$ cat src/rtl/accel_pkg.sv
// rtl/accel_pkg.sv - shared accelerator constants and shared-memory arbiter state encoding
package accel_pkg;

    localparam int NUM_PROCESSING_UNITS = 4;
    localparam int LEN_W                = 4;

    typedef enum logic [1:0] {
        ARB_IDLE  = 2'd0,
        ARB_BURST = 2'd1,
        ARB_DRAIN = 2'd2
    } arb_state_e;

endpackage

$ cat src/rtl/mem_arbiter_if.sv
// rtl/mem_arbiter_if.sv - request, grant and shared-memory signals between processing units and the arbiter
interface mem_arbiter_if #(
    parameter int NUM_REQ = accel_pkg::NUM_PROCESSING_UNITS,
    parameter int ADDR_W  = 16,
    parameter int DATA_W  = 32
) ();

    logic [NUM_REQ-1:0]        req;
    logic [NUM_REQ-1:0]        req_we;
    logic [NUM_REQ*ADDR_W-1:0] req_addr;
    logic [NUM_REQ*4-1:0]      req_len;
    logic [NUM_REQ*DATA_W-1:0] req_wdata;
    logic [NUM_REQ-1:0]        gnt;
    logic [NUM_REQ-1:0]        wr_ack;
    logic [NUM_REQ-1:0]        rd_valid;
    logic [DATA_W-1:0]         rd_data;
    logic                      mem_en;
    logic                      mem_we;
    logic [ADDR_W-1:0]         mem_addr;
    logic [DATA_W-1:0]         mem_wdata;
    logic [DATA_W-1:0]         mem_rdata;
    logic                      busy;
    logic [15:0]               perf_wait;

    modport slave (
        input  req, req_we, req_addr, req_len, req_wdata, mem_rdata,
        output gnt, wr_ack, rd_valid, rd_data, mem_en, mem_we, mem_addr, mem_wdata, busy, perf_wait
    );

    modport master (
        output req, req_we, req_addr, req_len, req_wdata, mem_rdata,
        input  gnt, wr_ack, rd_valid, rd_data, mem_en, mem_we, mem_addr, mem_wdata, busy, perf_wait
    );

endinterface

$ cat src/rtl/mem_arbiter_rr_arbiter.sv
// rtl/mem_arbiter_rr_arbiter.sv - combinational round-robin pick: first set request above rr_ptr, wrapping
module rr_arbiter #(
    parameter int NUM_REQ = 4,
    parameter int PTR_W   = (NUM_REQ > 1) ? $clog2(NUM_REQ) : 1
) (
    input  logic [NUM_REQ-1:0] req_i,
    input  logic [PTR_W-1:0]   rr_ptr_i,
    output logic               valid_o,
    output logic [PTR_W-1:0]   winner_o
);

    logic [PTR_W-1:0] cand;

    always_comb begin
        valid_o  = 1'b0;
        winner_o = '0;
        cand     = '0;
        // The last-served unit is visited last, giving it lowest priority.
        for (int i = 1; i <= NUM_REQ; i++) begin
            cand = PTR_W'((int'(rr_ptr_i) + i) % NUM_REQ);
            if (!valid_o && req_i[cand]) begin
                valid_o  = 1'b1;
                winner_o = cand;
            end
        end
    end

endmodule

$ cat src/rtl/mem_arbiter.sv
// rtl/mem_arbiter.sv - round-robin burst arbiter onto one shared memory port; MEM_ARB_PERF_EN adds a wait counter
module mem_arbiter
    import accel_pkg::*;
#(
    parameter int NUM_REQ = NUM_PROCESSING_UNITS,
    parameter int ADDR_W  = 16,
    parameter int DATA_W  = 32
) (
    input  logic          clk,
    input  logic          rst,
    mem_arbiter_if.slave  bus
);

    localparam int PTR_W = (NUM_REQ > 1) ? $clog2(NUM_REQ) : 1;

    arb_state_e        state_q, state_d;
    logic [PTR_W-1:0]  rr_ptr_q, rr_ptr_d;
    logic [PTR_W-1:0]  owner_q, owner_d;
    logic              we_q, we_d;
    logic [ADDR_W-1:0] base_q, base_d;
    logic [LEN_W-1:0]  len_q, len_d;
    logic [LEN_W-1:0]  beat_q, beat_d;
    logic              rd_pend_q, rd_pend_d;
    logic [ADDR_W-1:0] addr_hold_q, addr_hold_d;
    logic [DATA_W-1:0] wdata_hold_q, wdata_hold_d;

    logic              pick_valid;
    logic [PTR_W-1:0]  pick;
    logic [ADDR_W-1:0] beat_addr;
    logic [DATA_W-1:0] owner_wdata;

    logic [NUM_REQ-1:0] gnt, wr_ack, rd_valid;
    logic [DATA_W-1:0]  rd_data, mem_wdata;
    logic [ADDR_W-1:0]  mem_addr;
    logic               mem_en, mem_we;

    rr_arbiter #(
        .NUM_REQ (NUM_REQ),
        .PTR_W   (PTR_W)
    ) u_rr (
        .req_i    (bus.req),
        .rr_ptr_i (rr_ptr_q),
        .valid_o  (pick_valid),
        .winner_o (pick)
    );

    assign beat_addr   = base_q + ADDR_W'(beat_q);
    assign owner_wdata = bus.req_wdata[owner_q*DATA_W +: DATA_W];

    always_comb begin
        state_d      = state_q;
        rr_ptr_d     = rr_ptr_q;
        owner_d      = owner_q;
        we_d         = we_q;
        base_d       = base_q;
        len_d        = len_q;
        beat_d       = beat_q;
        rd_pend_d    = 1'b0;
        addr_hold_d  = addr_hold_q;
        wdata_hold_d = wdata_hold_q;
        gnt          = '0;
        wr_ack       = '0;
        rd_valid     = '0;
        rd_data      = '0;
        mem_en       = 1'b0;
        mem_we       = 1'b0;
        mem_addr     = addr_hold_q;
        mem_wdata    = wdata_hold_q;

        // Read data returns one cycle after its beat, still tagged to the latched owner.
        if (rd_pend_q) begin
            rd_valid[owner_q] = 1'b1;
            rd_data           = bus.mem_rdata;
        end

        unique case (state_q)
            ARB_IDLE: begin
                if (pick_valid) begin
                    state_d  = ARB_BURST;
                    rr_ptr_d = pick;
                    owner_d  = pick;
                    we_d     = bus.req_we[pick];
                    base_d   = bus.req_addr[pick*ADDR_W +: ADDR_W];
                    len_d    = bus.req_len[pick*LEN_W +: LEN_W];
                    beat_d   = '0;
                end
            end
            ARB_BURST: begin
                mem_en        = 1'b1;
                mem_we        = we_q;
                mem_addr      = beat_addr;
                addr_hold_d   = beat_addr;
                gnt[owner_q]  = (beat_q == '0);
                if (we_q) begin
                    mem_wdata       = owner_wdata;
                    wdata_hold_d    = owner_wdata;
                    wr_ack[owner_q] = 1'b1;
                end else begin
                    rd_pend_d = 1'b1;
                end
                if (beat_q == len_q) begin
                    state_d = we_q ? ARB_IDLE : ARB_DRAIN;
                    beat_d  = '0;
                end else begin
                    beat_d = beat_q + 1'b1;
                end
            end
            ARB_DRAIN: state_d = ARB_IDLE;
            default:   state_d = ARB_IDLE;
        endcase
    end

    always_ff @(posedge clk) begin
        if (rst) begin
            state_q      <= ARB_IDLE;
            rr_ptr_q     <= PTR_W'(NUM_REQ - 1);
            owner_q      <= '0;
            we_q         <= 1'b0;
            base_q       <= '0;
            len_q        <= '0;
            beat_q       <= '0;
            rd_pend_q    <= 1'b0;
            addr_hold_q  <= '0;
            wdata_hold_q <= '0;
        end else begin
            state_q      <= state_d;
            rr_ptr_q     <= rr_ptr_d;
            owner_q      <= owner_d;
            we_q         <= we_d;
            base_q       <= base_d;
            len_q        <= len_d;
            beat_q       <= beat_d;
            rd_pend_q    <= rd_pend_d;
            addr_hold_q  <= addr_hold_d;
            wdata_hold_q <= wdata_hold_d;
        end
    end

    assign bus.gnt       = gnt;
    assign bus.wr_ack    = wr_ack;
    assign bus.rd_valid  = rd_valid;
    assign bus.rd_data   = rd_data;
    assign bus.mem_en    = mem_en;
    assign bus.mem_we    = mem_we;
    assign bus.mem_addr  = mem_addr;
    assign bus.mem_wdata = mem_wdata;
    assign bus.busy      = (state_q != ARB_IDLE);

`ifdef MEM_ARB_PERF_EN
    logic [15:0]        perf_q, perf_d;
    logic [NUM_REQ-1:0] served_mask;

    // The unit being picked in IDLE or owning the burst is not counted as waiting.
    always_comb begin
        served_mask = '0;
        served_mask[(state_q == ARB_IDLE) ? pick : owner_q] = 1'b1;
        perf_d = perf_q;
        if (((bus.req & ~served_mask) != '0) && (perf_q != 16'hFFFF)) begin
            perf_d = perf_q + 16'd1;
        end
    end

    always_ff @(posedge clk) begin
        if (rst) begin
            perf_q <= '0;
        end else begin
            perf_q <= perf_d;
        end
    end

    assign bus.perf_wait = perf_q;
`else
    assign bus.perf_wait = '0;
`endif

endmodule

$ cat src/flat_wrapper.sv
// flat-port wrapper written by rule: the top's interface ports become plain ports
module mem_arbiter_flat import accel_pkg::*;
#(
    parameter int NUM_REQ = NUM_PROCESSING_UNITS,
    parameter int ADDR_W  = 16,
    parameter int DATA_W  = 32
)
  (clk, rst, bus_req, bus_req_we, bus_req_addr, bus_req_len, bus_req_wdata, bus_mem_rdata, bus_gnt, bus_wr_ack, bus_rd_valid, bus_rd_data, bus_mem_en, bus_mem_we, bus_mem_addr, bus_mem_wdata, bus_busy, bus_perf_wait);
  mem_arbiter_if #(.NUM_REQ(NUM_REQ), .ADDR_W(ADDR_W), .DATA_W(DATA_W)) bus_i ();
  input  logic clk;
  input  logic rst;
  input wire logic [$bits(bus_i.req)-1:0] bus_req;
  input wire logic [$bits(bus_i.req_we)-1:0] bus_req_we;
  input wire logic [$bits(bus_i.req_addr)-1:0] bus_req_addr;
  input wire logic [$bits(bus_i.req_len)-1:0] bus_req_len;
  input wire logic [$bits(bus_i.req_wdata)-1:0] bus_req_wdata;
  input wire logic [$bits(bus_i.mem_rdata)-1:0] bus_mem_rdata;
  output wire logic [$bits(bus_i.gnt)-1:0] bus_gnt;
  output wire logic [$bits(bus_i.wr_ack)-1:0] bus_wr_ack;
  output wire logic [$bits(bus_i.rd_valid)-1:0] bus_rd_valid;
  output wire logic [$bits(bus_i.rd_data)-1:0] bus_rd_data;
  output wire logic [$bits(bus_i.mem_en)-1:0] bus_mem_en;
  output wire logic [$bits(bus_i.mem_we)-1:0] bus_mem_we;
  output wire logic [$bits(bus_i.mem_addr)-1:0] bus_mem_addr;
  output wire logic [$bits(bus_i.mem_wdata)-1:0] bus_mem_wdata;
  output wire logic [$bits(bus_i.busy)-1:0] bus_busy;
  output wire logic [$bits(bus_i.perf_wait)-1:0] bus_perf_wait;
  assign bus_i.req = bus_req;
  assign bus_i.req_we = bus_req_we;
  assign bus_i.req_addr = bus_req_addr;
  assign bus_i.req_len = bus_req_len;
  assign bus_i.req_wdata = bus_req_wdata;
  assign bus_i.mem_rdata = bus_mem_rdata;
  assign bus_gnt = bus_i.gnt;
  assign bus_wr_ack = bus_i.wr_ack;
  assign bus_rd_valid = bus_i.rd_valid;
  assign bus_rd_data = bus_i.rd_data;
  assign bus_mem_en = bus_i.mem_en;
  assign bus_mem_we = bus_i.mem_we;
  assign bus_mem_addr = bus_i.mem_addr;
  assign bus_mem_wdata = bus_i.mem_wdata;
  assign bus_busy = bus_i.busy;
  assign bus_perf_wait = bus_i.perf_wait;
  mem_arbiter #(.NUM_REQ(NUM_REQ), .ADDR_W(ADDR_W), .DATA_W(DATA_W)) u_core (.clk(clk), .rst(rst), .bus(bus_i));
endmodule
$ cat config.mk
export PLATFORM = sky130hd
export DESIGN_NAME = mem_arbiter_flat
export DESIGN_NICKNAME = d
export VERILOG_FILES = /design/src/rtl/accel_pkg.sv /design/src/rtl/mem_arbiter_if.sv /design/src/rtl/mem_arbiter_rr_arbiter.sv /design/src/rtl/mem_arbiter.sv /design/src/flat_wrapper.sv
export SDC_FILE = /design/constraint.sdc
export NUM_CORES = 1
export LEC_CHECK = 0
export ABC_AREA = 1
export BUFFER_PORTS_ARGS = -buffer_cell sky130_fd_sc_hd__buf_2
export CAP_MARGIN = 20
export CORE_AREA = 5 5 138 140
export CTS_CLUSTER_DIAMETER = 150
export DETAILED_ROUTE_END_ITERATION = 8
export DIE_AREA = 0 0 143 145
export GPL_TIMING_DRIVEN = 0
export PLACE_DENSITY = 0.72
export SYNTH_ARGS = -nofsm -noshare
export SYNTH_HDL_FRONTEND = slang
export SYNTH_SLANG_ARGS = --single-unit
export TNS_END_PERCENT = 10
$ cat constraint.sdc
create_clock -name clk -period 6.1 [get_ports clk]
set_input_delay 0.61 -clock clk [delete_from_list [all_inputs] [get_ports clk]]
set_output_delay 0.61 -clock clk [all_outputs]
set_load 0.005 [all_outputs]
==> out/qor.yml <==
place:
  hpwl_um: 23600
  placedInstanceArea_sq_um: 8200
  place_ws_ns: 3.24
  gp_congestion: 0.991
  dp.cells: 1617
  io_buffers: 343
floorplanning:
  fp.dieW_um: 143
  row_count: 49
  dieArea_sq_um: 20700
  die_h_um: 145
  coreArea_sq_um: 17700
  start_util_pct: 34.7
  ioPinCount: 361
synthesis:
  synth-edff-count: 0
  synthesis.area_sq_um: 6140
  seq_area_frac_synth_pct: 26.1
  synthDistinctLibCells: 33
  synth-seq-cells: 80
  async_reset_ff_share_pct: 0
  ys_warn_count: 0
  syn_inst: 1030
  ys.flop_type: "dfxtp_1"
  avgSynthCellArea_sq_um: 5.96
global_routing:
  grt-busiest-layer: "met2"
  grtUsageMet2_pct: 42.3
  use_met1_pct: 33.8
  grt_pass1_wl_um: 41600
  grt_max_degree: 14
  overflow: 0
  grtUsageMet3_pct: 5.20
  grt_antenna_before_repair: 4
  first_global_vias: 7559
  track_usage_pct: 25.7
timing:
  hold_viol: 0
  fin_crit_ns: 3.28
  fin_skew_ns: 0.0108
  rsz0062_at_grt: "no"
  worstMarginPinSlew_ns: 0.846
  setup_viol: 0
  max_clock_freq_mhz: 305
  final.setup.worst_slack_ns: 2.82
  slew_viol_final: 0
  slew_headroom_pct: 43.2
  finalCritPeriodShare_pct: 53.8
  setup-tns-final_ns: 0
setup_path:
  worst_setup_path_end_kind: "output port"
  cp_max_fo: 10
  crit_arrival_ns: 2.67
  crit_type: "flip-flop to output port"
  worstPathRequired_ns: 5.49
  cp-start-kind: "flip-flop"
  r2r_setup_slack_ns: 3.80
clock_tree:
  clkSinkCount: 80
  worstSkewPairLatency_ns: 0.34
  cts_tree: "done"
  clock_path_buffers: 2
  postCtsHoldBufs: 0
  cts_root_buf: "clkbuf_16"
  htree_num_levels: 3
  clk_pin_slew_ns: 0.06
  cts_resized: 0
  cts_setup_buffers: 0
  cts_buffers: 9
cells_and_area:
  fin_area_sq_um: 8540
  syn_to_final_growth_pct: 39.0
  multiInputGateArea_sq_um: 3370
  layout_common_cells: "buf_2, nand2_1, inv_1"
  layout.nets: 1656
  layout_commonest_cell: "buf_2"
  seqCellArea_sq_um: 1600
  fillerInstances: 1925
  fin_cells: 1635
  drive_above_1_share_pct: 30.1
detailed_routing:
  routed_wl_um: 27800
  first_iter_violations: 493
  drcViolationCount: 0
  via_per_inst: 4.86
  ant_nets: 0
  vias: 7938
  wl_per_cell_um: 17.0
  first_pass_iters: 5
power_and_ir_drop:
  static-leakage-power_nw: 5.11
  p_total_mw: 4.07
  power_density_nw_per_um2: 477
  irDropWorstVdd_mv: 0.372
run_status:
  outcome: "finished clean"
min_path:
  hold_path.class: "flip-flop to flip-flop"
run:
  drv_cap: 0
-- worst paths after layout --
check	to	cells past startpoint	startpoint
max	bus_mem_wdata[27]	9	u_core.state_q[0]$_SDFFE_PP0P_
max reg2reg	u_core.wdata_hold_q[27]$_SDFF_PP0_	8	u_core.state_q[0]$_SDFFE_PP0P_
min reg2reg	u_core.wdata_hold_q[26]$_SDFF_PP0_	2	u_core.wdata_hold_q[26]$_SDFF_PP0_
min	u_core.wdata_hold_q[26]$_SDFF_PP0_	2	u_core.wdata_hold_q[26]$_SDFF_PP0_
-- cell type report --
| cell class | count | share of cell area (%) |
|---|---|---|
| multi-input combinational | 671 | 39.4 |
| sequential | 80 | 18.8 |
| clock inverter | 4 | 0.894 |
| tap | 229 | 3.36 |
| timing repair buffer | 343 | 20.1 |
| buffer | 79 | 4.90 |
| antenna | 3 | 0.0879 |
| clock buffer | 11 | 2.96 |
| inverter | 215 | 9.51 |
-- per-stage QoR --
stage | hold WS [ns] | utilization, %
final | 0.464 | 48.2
after detailed placement | 0.452 | 46.3
after global routing | 0.489 | 48.2
after CTS | 0.466 | 48.1
after global placement | 0.451 | 46.3
after floorplan | 0.423 | -
-- sequential cells by signal, summed over array words and instances, names as in the netlist --
name and flops:
u_core.rr_ptr_q 2, u_core.addr_hold_q 16, u_core.beat_q 4, u_core.rd_pend_q 1
u_core.wdata_hold_q 32, u_core.base_q 16, u_core.len_q 4, u_core.state_q 2
u_core.owner_q 2, u_core.we_q 1
-- cells by family after synthesis --
logic type / share of synthesized area (%)
fa+ha+maj: 1.55
flops: 26.1
other cells: 0.0611
simple gates: 35.6
buf+inv: 20.0
xor+xnor: 1.14
compound gates: 15.5
-- Yosys cell counts, types with 4 or more instances --
cell | count | share of area [%]
buf_2 | 19 | 1.5
buf_1 | 6 | 0.37
clkbuf_1 | 32 | 2.0
inv_2 | 5 | 0.31
buf_6 | 4 | 0.73
xor2_1 | 5 | 0.71
a21oi_1 | 72 | 5.9
o21ai_0 | 13 | 1.1
nor3_1 | 5 | 0.41
buf_4 | 18 | 2.2
a211oi_1 | 46 | 5.6
or2_2 | 5 | 0.51
a22o_1 | 9 | 1.3
nor2_1 | 48 | 2.9
nand2_1 | 257 | 16
nand2_2 | 4 | 0.41
nand4_1 | 46 | 4.7
ha_1 | 6 | 1.2
nand3_1 | 106 | 8.6
and2_1 | 9 | 0.92
dfxtp_1 | 80 | 26
a2bb2oi_1 | 9 | 1.3
inv_1 | 208 | 13
-- power by group --
part / total [mW] / internal [mW] / switching (mW)
clock network: 0.594 / 0.380 / 0.214
logic: 2.70 / 0.964 / 1.73
registers: 0.779 / 0.693 / 0.0851
total: 4.07 / 2.04 / 2.03
-- layer usage --
metal	wire length, um	part of all wire [%]
met3	2600	9.3
met5	10	0.036
met1	11700	42
met2	12900	46
met4	626	2.3
-- worst max-delay path, cell delays in order (launching register included) --
cell and delay (ns):
dfxtp_1 0.31, inv_1 0.09, nor2_1 0.13, inv_1 0.07
nor2_1 0.19, inv_2 0.14, buf_1 0.32, a211oi_1 0.80
a21oi_1 0.09, buf_2 0.18
Note: power is estimated with default switching activity, not from simulation.
